===== src/rtl/axi4_lite_initiator.sv =====
// axi4_lite_initiator: single-outstanding AXI4-Lite master that turns one-cycle
// simple-bus write/read requests into full AXI4-Lite transactions and reports
// completion with a one-cycle response pulse.
module axi4_lite_initiator #(
    parameter int C_M_AXI_ADDR_WIDTH = 6,
    parameter int C_M_AXI_DATA_WIDTH = 32
) (
    input  logic                              M_AXI_ACLK,
    input  logic                              M_AXI_ARESETN,
    input  logic                              cmdWr,
    input  logic                              cmdRd,
    input  logic [C_M_AXI_ADDR_WIDTH-1:0]     cmdAddr,
    input  logic [C_M_AXI_DATA_WIDTH-1:0]     cmdWrData,
    input  logic [C_M_AXI_DATA_WIDTH/8-1:0]   cmdWstrb,
    output logic                              cmdReady,
    output logic                              rspValid,
    output logic                              rspIsRead,
    output logic [C_M_AXI_DATA_WIDTH-1:0]     rspRdData,
    output logic [1:0]                        rspResp,
    output logic [C_M_AXI_ADDR_WIDTH-1:0]     M_AXI_AWADDR,
    output logic                              M_AXI_AWVALID,
    input  logic                              M_AXI_AWREADY,
    output logic [C_M_AXI_DATA_WIDTH-1:0]     M_AXI_WDATA,
    output logic [C_M_AXI_DATA_WIDTH/8-1:0]   M_AXI_WSTRB,
    output logic                              M_AXI_WVALID,
    input  logic                              M_AXI_WREADY,
    input  logic [1:0]                        M_AXI_BRESP,
    input  logic                              M_AXI_BVALID,
    output logic                              M_AXI_BREADY,
    output logic [C_M_AXI_ADDR_WIDTH-1:0]     M_AXI_ARADDR,
    output logic                              M_AXI_ARVALID,
    input  logic                              M_AXI_ARREADY,
    input  logic [C_M_AXI_DATA_WIDTH-1:0]     M_AXI_RDATA,
    input  logic [1:0]                        M_AXI_RRESP,
    input  logic                              M_AXI_RVALID,
    output logic                              M_AXI_RREADY
);

    typedef enum logic [2:0] {
        IDLE,
        WR_REQ,
        WR_RESP,
        RD_REQ,
        RD_RESP,
        DONE
    } state_t;

    state_t r_state;
    state_t w_nextState;

    logic [C_M_AXI_ADDR_WIDTH-1:0]   r_addr;
    logic [C_M_AXI_DATA_WIDTH-1:0]   r_wData;
    logic [C_M_AXI_DATA_WIDTH/8-1:0] r_wStrb;
    logic                            r_awValid;
    logic                            r_wValid;
    logic                            r_arValid;
    logic                            r_awDone;
    logic                            r_wDone;
    logic [C_M_AXI_DATA_WIDTH-1:0]   r_rspRdData;
    logic [1:0]                      r_rspResp;
    logic                            r_rspIsRead;

    logic w_awHs;
    logic w_wHs;
    logic w_arHs;
    logic w_acceptWr;
    logic w_acceptRd;
    logic w_cmdReady;
    logic w_bReady;
    logic w_rReady;
    logic w_rspValid;

    assign w_awHs = r_awValid & M_AXI_AWREADY;
    assign w_wHs  = r_wValid  & M_AXI_WREADY;
    assign w_arHs = r_arValid & M_AXI_ARREADY;

    // Next-state selection plus the state-decoded handshake and status outputs
    always_comb begin
        w_nextState = r_state;
        w_cmdReady  = 1'b0;
        w_bReady    = 1'b0;
        w_rReady    = 1'b0;
        w_rspValid  = 1'b0;
        w_acceptWr  = 1'b0;
        w_acceptRd  = 1'b0;
        case (r_state)
            IDLE: begin
                w_cmdReady = 1'b1;
                if (cmdWr) begin
                    w_acceptWr  = 1'b1;
                    w_nextState = WR_REQ;
                end else if (cmdRd) begin
                    w_acceptRd  = 1'b1;
                    w_nextState = RD_REQ;
                end
            end
            WR_REQ: begin
                if ((r_awDone | w_awHs) && (r_wDone | w_wHs)) begin
                    w_nextState = WR_RESP;
                end
            end
            WR_RESP: begin
                w_bReady = 1'b1;
                if (M_AXI_BVALID) begin
                    w_nextState = DONE;
                end
            end
            RD_REQ: begin
                if (w_arHs) begin
                    w_nextState = RD_RESP;
                end
            end
            RD_RESP: begin
                w_rReady = 1'b1;
                if (M_AXI_RVALID) begin
                    w_nextState = DONE;
                end
            end
            DONE: begin
                w_rspValid  = 1'b1;
                w_nextState = IDLE;
            end
            default: begin
                w_nextState = IDLE;
            end
        endcase
    end

    // State register; reset abandons any transaction in flight
    always_ff @(posedge M_AXI_ACLK) begin
        if (!M_AXI_ARESETN) begin
            r_state <= IDLE;
        end else begin
            r_state <= w_nextState;
        end
    end

    // Request channels: latch the command on accept, hold VALIDs until each handshake
    always_ff @(posedge M_AXI_ACLK) begin
        if (!M_AXI_ARESETN) begin
            r_addr    <= '0;
            r_wData   <= '0;
            r_wStrb   <= '0;
            r_awValid <= 1'b0;
            r_wValid  <= 1'b0;
            r_arValid <= 1'b0;
            r_awDone  <= 1'b0;
            r_wDone   <= 1'b0;
        end else if (w_acceptWr) begin
            r_addr    <= cmdAddr;
            r_wData   <= cmdWrData;
            r_wStrb   <= cmdWstrb;
            r_awValid <= 1'b1;
            r_wValid  <= 1'b1;
            r_awDone  <= 1'b0;
            r_wDone   <= 1'b0;
        end else if (w_acceptRd) begin
            r_addr    <= cmdAddr;
            r_arValid <= 1'b1;
        end else begin
            if (w_awHs) begin
                r_awValid <= 1'b0;
                r_awDone  <= 1'b1;
            end
            if (w_wHs) begin
                r_wValid <= 1'b0;
                r_wDone  <= 1'b1;
            end
            if (w_arHs) begin
                r_arValid <= 1'b0;
            end
        end
    end

    // Response capture; values persist until the next completed transaction
    always_ff @(posedge M_AXI_ACLK) begin
        if (!M_AXI_ARESETN) begin
            r_rspRdData <= '0;
            r_rspResp   <= 2'b00;
            r_rspIsRead <= 1'b0;
        end else if (r_state == WR_RESP && M_AXI_BVALID) begin
            r_rspRdData <= '0;
            r_rspResp   <= M_AXI_BRESP;
            r_rspIsRead <= 1'b0;
        end else if (r_state == RD_RESP && M_AXI_RVALID) begin
            r_rspRdData <= M_AXI_RDATA;
            r_rspResp   <= M_AXI_RRESP;
            r_rspIsRead <= 1'b1;
        end
    end

    assign cmdReady      = w_cmdReady;
    assign rspValid      = w_rspValid;
    assign rspIsRead     = r_rspIsRead;
    assign rspRdData     = r_rspRdData;
    assign rspResp       = r_rspResp;
    assign M_AXI_AWADDR  = r_addr;
    assign M_AXI_AWVALID = r_awValid;
    assign M_AXI_WDATA   = r_wData;
    assign M_AXI_WSTRB   = r_wStrb;
    assign M_AXI_WVALID  = r_wValid;
    assign M_AXI_BREADY  = w_bReady;
    assign M_AXI_ARADDR  = r_addr;
    assign M_AXI_ARVALID = r_arValid;
    assign M_AXI_RREADY  = w_rReady;

endmodule


===== config.mk =====
export PLATFORM = sky130hd
export DESIGN_NAME = axi4_lite_initiator
export DESIGN_NICKNAME = d
export VERILOG_FILES = /design/src/rtl/axi4_lite_initiator.sv
export SDC_FILE = /design/constraint.sdc
export NUM_CORES = 1
export LEC_CHECK = 0
export BUFFER_PORTS_ARGS = -buffer_cell sky130_fd_sc_hd__buf_2
export CAP_MARGIN = 20
export CORE_ASPECT_RATIO = 1.4
export CORE_MARGIN = 3
export CORE_UTILIZATION = 48
export DETAILED_ROUTE_END_ITERATION = 10
export PLACE_DENSITY_LB_ADDON = 0.12
export SYNTH_ARGS = -nofsm -noshare
export SYNTH_HDL_FRONTEND = slang
export SYNTH_SLANG_ARGS = --single-unit
export TNS_END_PERCENT = 30

===== constraint.sdc =====
create_clock -name M_AXI_ACLK -period 2.7 [get_ports M_AXI_ACLK]
set_input_delay 0 -clock M_AXI_ACLK [delete_from_list [all_inputs] [get_ports M_AXI_ACLK]]
set_output_delay 0 -clock M_AXI_ACLK [all_outputs]
set_load 0.01 [all_outputs]

# ---- Word level (Yosys, flattened, before mapping)
# Index checks and enable logic that the tools add are counted.
dict set report word_totals {
  memories 0
  latch_bits 0
  mem_bits_ro 0
  word_cells 76
  ram_bits 0
  in_bits 87
  regBits 85
}
dict set report op_classes {
  reduce_logical 17
  div_mod_pow 0
  n_eq_ne 11
  n_bitwise 8
  addsub 0
  order_cmp 0
  mul 0
  muxes 28
  shift 0
}
# operator count
set op_table {}
lappend op_table {{3-bit 2-to-1 mux} 6}
lappend op_table {{1-bit 2-to-1 mux} 17}
lappend op_table {{3-bit case mux with 5 select lines} 1}
lappend op_table {{6-bit 2-to-1 mux} 2}
lappend op_table {{2-bit != test, second input constant} 5}
lappend op_table {{2-bit AND reduction} 5}
lappend op_table {{2-bit nonzero test} 5}
lappend op_table {{3-bit by 2-bit equality test with 1-bit output, second input constant} 2}
lappend op_table {{3-bit equality test, second input constant} 2}
lappend op_table {{5-bit AND reduction} 1}
lappend op_table {{2-bit 2-to-1 mux} 2}
lappend op_table {{2-bit OR reduction} 2}
lappend op_table {{1-bit AND} 3}
lappend op_table {{3-bit by 1-bit equality test with 1-bit output, second input constant} 1}
lappend op_table {{1-bit logical AND} 3}
lappend op_table {{3-bit logical NOT} 1}
lappend op_table {{3-bit != test, second input constant} 1}
lappend op_table {{1-bit NOT} 3}
lappend op_table {{1-bit OR} 2}

# ---- Longest topological paths before layout
dict set report depth {
  depth_word 5
  depth_mapped 6
  ltp_nobuf 4
}

# ---- Worst setup path after synthesis
# Ideal clock, no wire load.
dict set report synth_timing {
  path_type {register to register}
  startpoint {register r_state[2]}
  endpoint {register r_wData[10] (netlist: M_AXI_WDATA[10])}
  synth_period_minus_slack_ns 1.421
  path_stages_with_launch 7
  t_required_ns 2.568
  arrival_time_ns 1.289
  setup_slack_ns 1.279
  path_buffers 3
  cell_sequence {dfxtp_1 buf_6 or4b_1 buf_2 buf_6 nand2_1 a21oi_1}
}
dict set report synth_between {
  elab_chain_len 2
}
# item line
set synth_lines {}
lappend synth_lines {{start: declaration} 48} ;# state_t r_state;
lappend synth_lines {{start signal: assignment} 134} ;# r_state <= w_nextState;
lappend synth_lines {{3-bit logical NOT} 86} ;# case (r_state)
lappend synth_lines {{1-bit 2-to-1 mux} 86}
lappend synth_lines {{end signal: assignment} 151} ;# r_wData <= cmdWrData;
lappend synth_lines {{end: declaration} 52} ;# logic [C_M_AXI_DATA_WIDTH-1:0] r_wData;
# No other way between the ends.
# A chain may end at the register's enable or synchronous reset.

# ---- Worst setup path after layout
dict set report layout_timing {
  startpoint {register r_state[2]}
  endpoint {register r_rspResp[1] (netlist: rspResp[1])}
}
dict set report layout_between {
  elab_chain_len 3
  word_cells_on_any_way 6
  classes_between {2 x eq/ne; 1 x mux; 3 x reduce/logical}
}
# item line
set layout_lines {}
lappend layout_lines {{3-bit by 2-bit equality test with 1-bit output / 3-bit equality test (equally long branches)} {181, 185}}
lappend layout_lines {{1-bit logical AND (on tied branches)} {181, 185}}
lappend layout_lines {{2-bit 2-to-1 mux / 2-bit nonzero test (equally long branches)} -}
lappend layout_lines {{end signal: assignment} 179} ;# r_rspResp <= 2'b00;
lappend layout_lines {{end signal: assignment} 183} ;# r_rspResp <= M_AXI_BRESP;
lappend layout_lines {{end signal: assignment} 187} ;# r_rspResp <= M_AXI_RRESP;
lappend layout_lines {{end: declaration} 60} ;# logic [1:0] r_rspResp;
# Parallel ways exist; a longest one is shown, timed or not.

==> results by group <==
Outcome
  – Status: finished clean

Critical path
  – CP Cell Sequence: and4bb_2 -> nand2_1 -> a31oi_1 -> dlygate4sd3_1
  – Crit start category: flop
  – Critical path required time: between 2 and 3 ns
  – R2R Setup Slk: 0.46 ns
  – CP Class: flop to flop
  – Slowest stage cell, crit path: and4bb_2
  – R2r startpoint: r_state[2]
  – Worst R2R End: rspResp[1]
  – Worst R2R Path Depth: 4
  – CP max stage delay: 0.76 ns
  – Crit end category: flop
  – CP Data Arrival Time: 2.52 ns
  – CP Max Fanout: 35

Timing
  – Final period util: 0.829
  – Fin worst setup slack: ~0.46 ns
  – F_max: 447 MHz
  – Clock skew: 0.0109 ns
  – Setup violators final: 0
  – RSZ-0062 raised after global routing: no
  – Final Slew Violations: 0
  – Pin slew with the least headroom to its limit: 0.693 ns
  – Post-Route Setup TNS: 0 ns
  – Max-slew headroom at the worst pin: 0.538
  – Final hold violation count: 0
  – Fin crit period: 2.24 ns

Floorplanning
  – Site Rows: 34
  – Ports: ~180
  – Overall die width: 75.3 um
  – Core area: ~6400 sq um
  – DIE AREA: approximately 7800 sq um
  – Chip Height: 103 um
  – Starting Density: 0.505

Layout
  – Antenna diodes: 0
  – Share of post-route cells with drive strength above 1: 0.315
  – Layout area overhead: 57.6%
  – Final net count: 727

Yosys
  – Synth Area per Inst: 8.08 sq um
  – Yosys reg bits: 85
  – Commonest cells in the netlist: nand2_1, dfxtp_1, a21oi_1
  – Synth warn: 0
  – Largest area contributor in the netlist: dfxtp_1
  – Share of the synthesized area in the top cell type: 0.528
  – Post-synth ARST share: 0
  – Register area share after synthesis: 0.528
  – Post-Syn Instances: 399
  – Synthesized Nets: 486
  – Largest cells by area after synthesis: dfxtp_1, nand2_1, a21oi_1
  – Post-synth cell types: 33
  – Main synth FF type: dfxtp_1
  – Post-Syn Area: 3220 sq um
  – Count leader, synth: nand2_1
  – Number of flops mapped to enable cells by yosys: 0

Placed design
  – PortBufs: 176
  – Dpl ws: ~1.1 ns
  – Gpl congestion: 0.788
  – Detail Placement HPWL: 5.81 mm

Detailed routing
  – Routed WL: 9.90 mm
  – WL/cell: about 14 um
  – Starting DRT DRC Count: 125
  – DRC: 0
  – DR vias: 3613
  – Post-route ant nets: 0
  – Via/cell ratio: about 5.0
  – Initial DRT Pass Iterations: 4

Power
  – Reg power frac: 0.495
  – Net Sw Frac: 0.275
  – P_int: 2.01 mW
  – Clock share of power: 0.321
  – Power density cells: 545 nW/um^2
  – Switch Pwr: approximately 0.76 mW
  – LEAKAGE: approximately 2.3 nW
  – Logic pwr share: 0.184
  – Max VDD drop: 376 uV

Min path
  – Hold crit path type: input pin to flop
  – Hold path depth: 3
  – Hold_sp: M_AXI_RVALID
  – Worst Hold End: r_state[0]

Clocking
  – CTS root buf: clkbuf_8
  – Max Root-Sink Buffers: 2
  – Post_cts resized: 0
  – CTS tree: yes
  – CTS Hold Bufs: 84
  – CTS buffer count: 9
  – H-Tree Depth: 3
  – Setup Fix Bufs, Post-CTS: 0
  – Sink Count: 85
  – Clk pin slew, worst setup/hold paths: around 0.090 ns
  – Worst-Skew Late Latency: between 0.3 and 0.4 ns

Global routing
  – Total global-route track usage: 0.250
  – Initial antenna violation count: 0
  – Total gr overflow: 0
  – Global-route wire length before repair: 15.1 mm
  – Pin count of the biggest net entering global routing: 39
  – Vias in the first global route: 3455

Job
  – Max_cap viols: 0
## metal layers
layer  track usage  vias up  share of wire
met5             0        -              0
met4        0.0969        0          0.020
met3        0.0868       23          0.089
met2         0.438      156           0.51
met1         0.271     1638           0.38
li1              -     1796              -
## per-stage QoR
stage | area, sq um | utilization | power (mW) | instances | hold slack, ns
detailed placement | 4040 | 0.634 | 1.81 | 617 | 0.246
finish | 5080 | 0.796 | 2.77 | 717 | 0.0206
CTS | 5080 | 0.796 | 2.78 | 717 | 0.00852
global placement | 4020 | 0.629 | 1.79 | 616 | 0.240
floorplan | 3220 | - | 1.65 | 399 | 0.136
global route | 5080 | 0.796 | 2.91 | 717 | 0.0537
## layout make-up
class / count / area, sq um
Clock inverter: 7 / 73.8
Fill cell: 436 / 1300
Tap cell: 72 / 90.1
Multi-Input combinational cell: 274 / 1290
Clock buffer: 9 / 124
Timing Repair Buffer: 265 / 1780
Sequential cell: 85 / 1700
Inverter: 5 / 18.8
## cell usage in the layout (no fill, tap or decap), types with 2 or more instances in the layout
cell type / instances
o21ai_0: 9
nor3b_1: 3
or3_1: 2
o21a_1: 3
buf_4: 4
clkbuf_8: 9
nand2b_1: 2
nand4bb_1: 2
nand3_1: 7
clkinv_2: 2
a21oi_1: 79
nor2_1: 5
inv_6: 2
buf_2: 176
inv_1: 3
o211ai_1: 3
a31oi_1: 3
nand2_1: 142
dlygate4sd3_1: 84
a21boi_1: 2
dfxtp_1: 85
## worst max-delay path by stage
stage | end | slack (ns) | cells after the start | start
after floorplan | M_AXI_WDATA[10] | 1.28 | 6 | r_state[2]
after global placement | rspResp[1] | 1.08 | 3 | r_state[2]
after detailed placement | rspRdData[30] | 1.05 | 3 | r_state[2]
after CTS | rspResp[1] | 0.51 | 4 | r_state[2]
after global routing | rspResp[1] | 0.31 | 4 | r_state[2]
final | rspResp[1] | 0.46 | 4 | r_state[2]
## power by group through the flow
stage               combinational, mW  sequential (mW)  clock (mW)
floorplan                       0.236             1.42           0
global placement                0.396             1.40           0
detailed placement              0.407             1.40           0
CTS                             0.503             1.37       0.907
global route                    0.563             1.38       0.964
finish                          0.511             1.37       0.889
## critical path, delay by kind of cell (launching register included)
family | cells | cell delay (ns)
buf+inv | 1 | 0.57
flops | 1 | 0.55
compound gates | 1 | 0.19
simple gates | 2 | 0.87
## sequential cells by signal (all words and copies together), names as in the netlist
register / cells
rspIsRead: 1
rspRdData: 32
M_AXI_ARVALID: 1
M_AXI_WSTRB: 4
r_wDone: 1
M_AXI_WDATA: 32
M_AXI_AWVALID: 1
r_awDone: 1
M_AXI_ARADDR: 6
rspResp: 2
M_AXI_WVALID: 1
r_state: 3
## cells by family after synthesis
| kind of cell | synth area share |
|---|---|
| AO/OA/AOI/OAI | 0.171 |
| buffers and inverters | 0.0733 |
| AND/OR/NAND/NOR | 0.228 |
| flip-flops | 0.528 |
(Power assumes the default switching activity.)
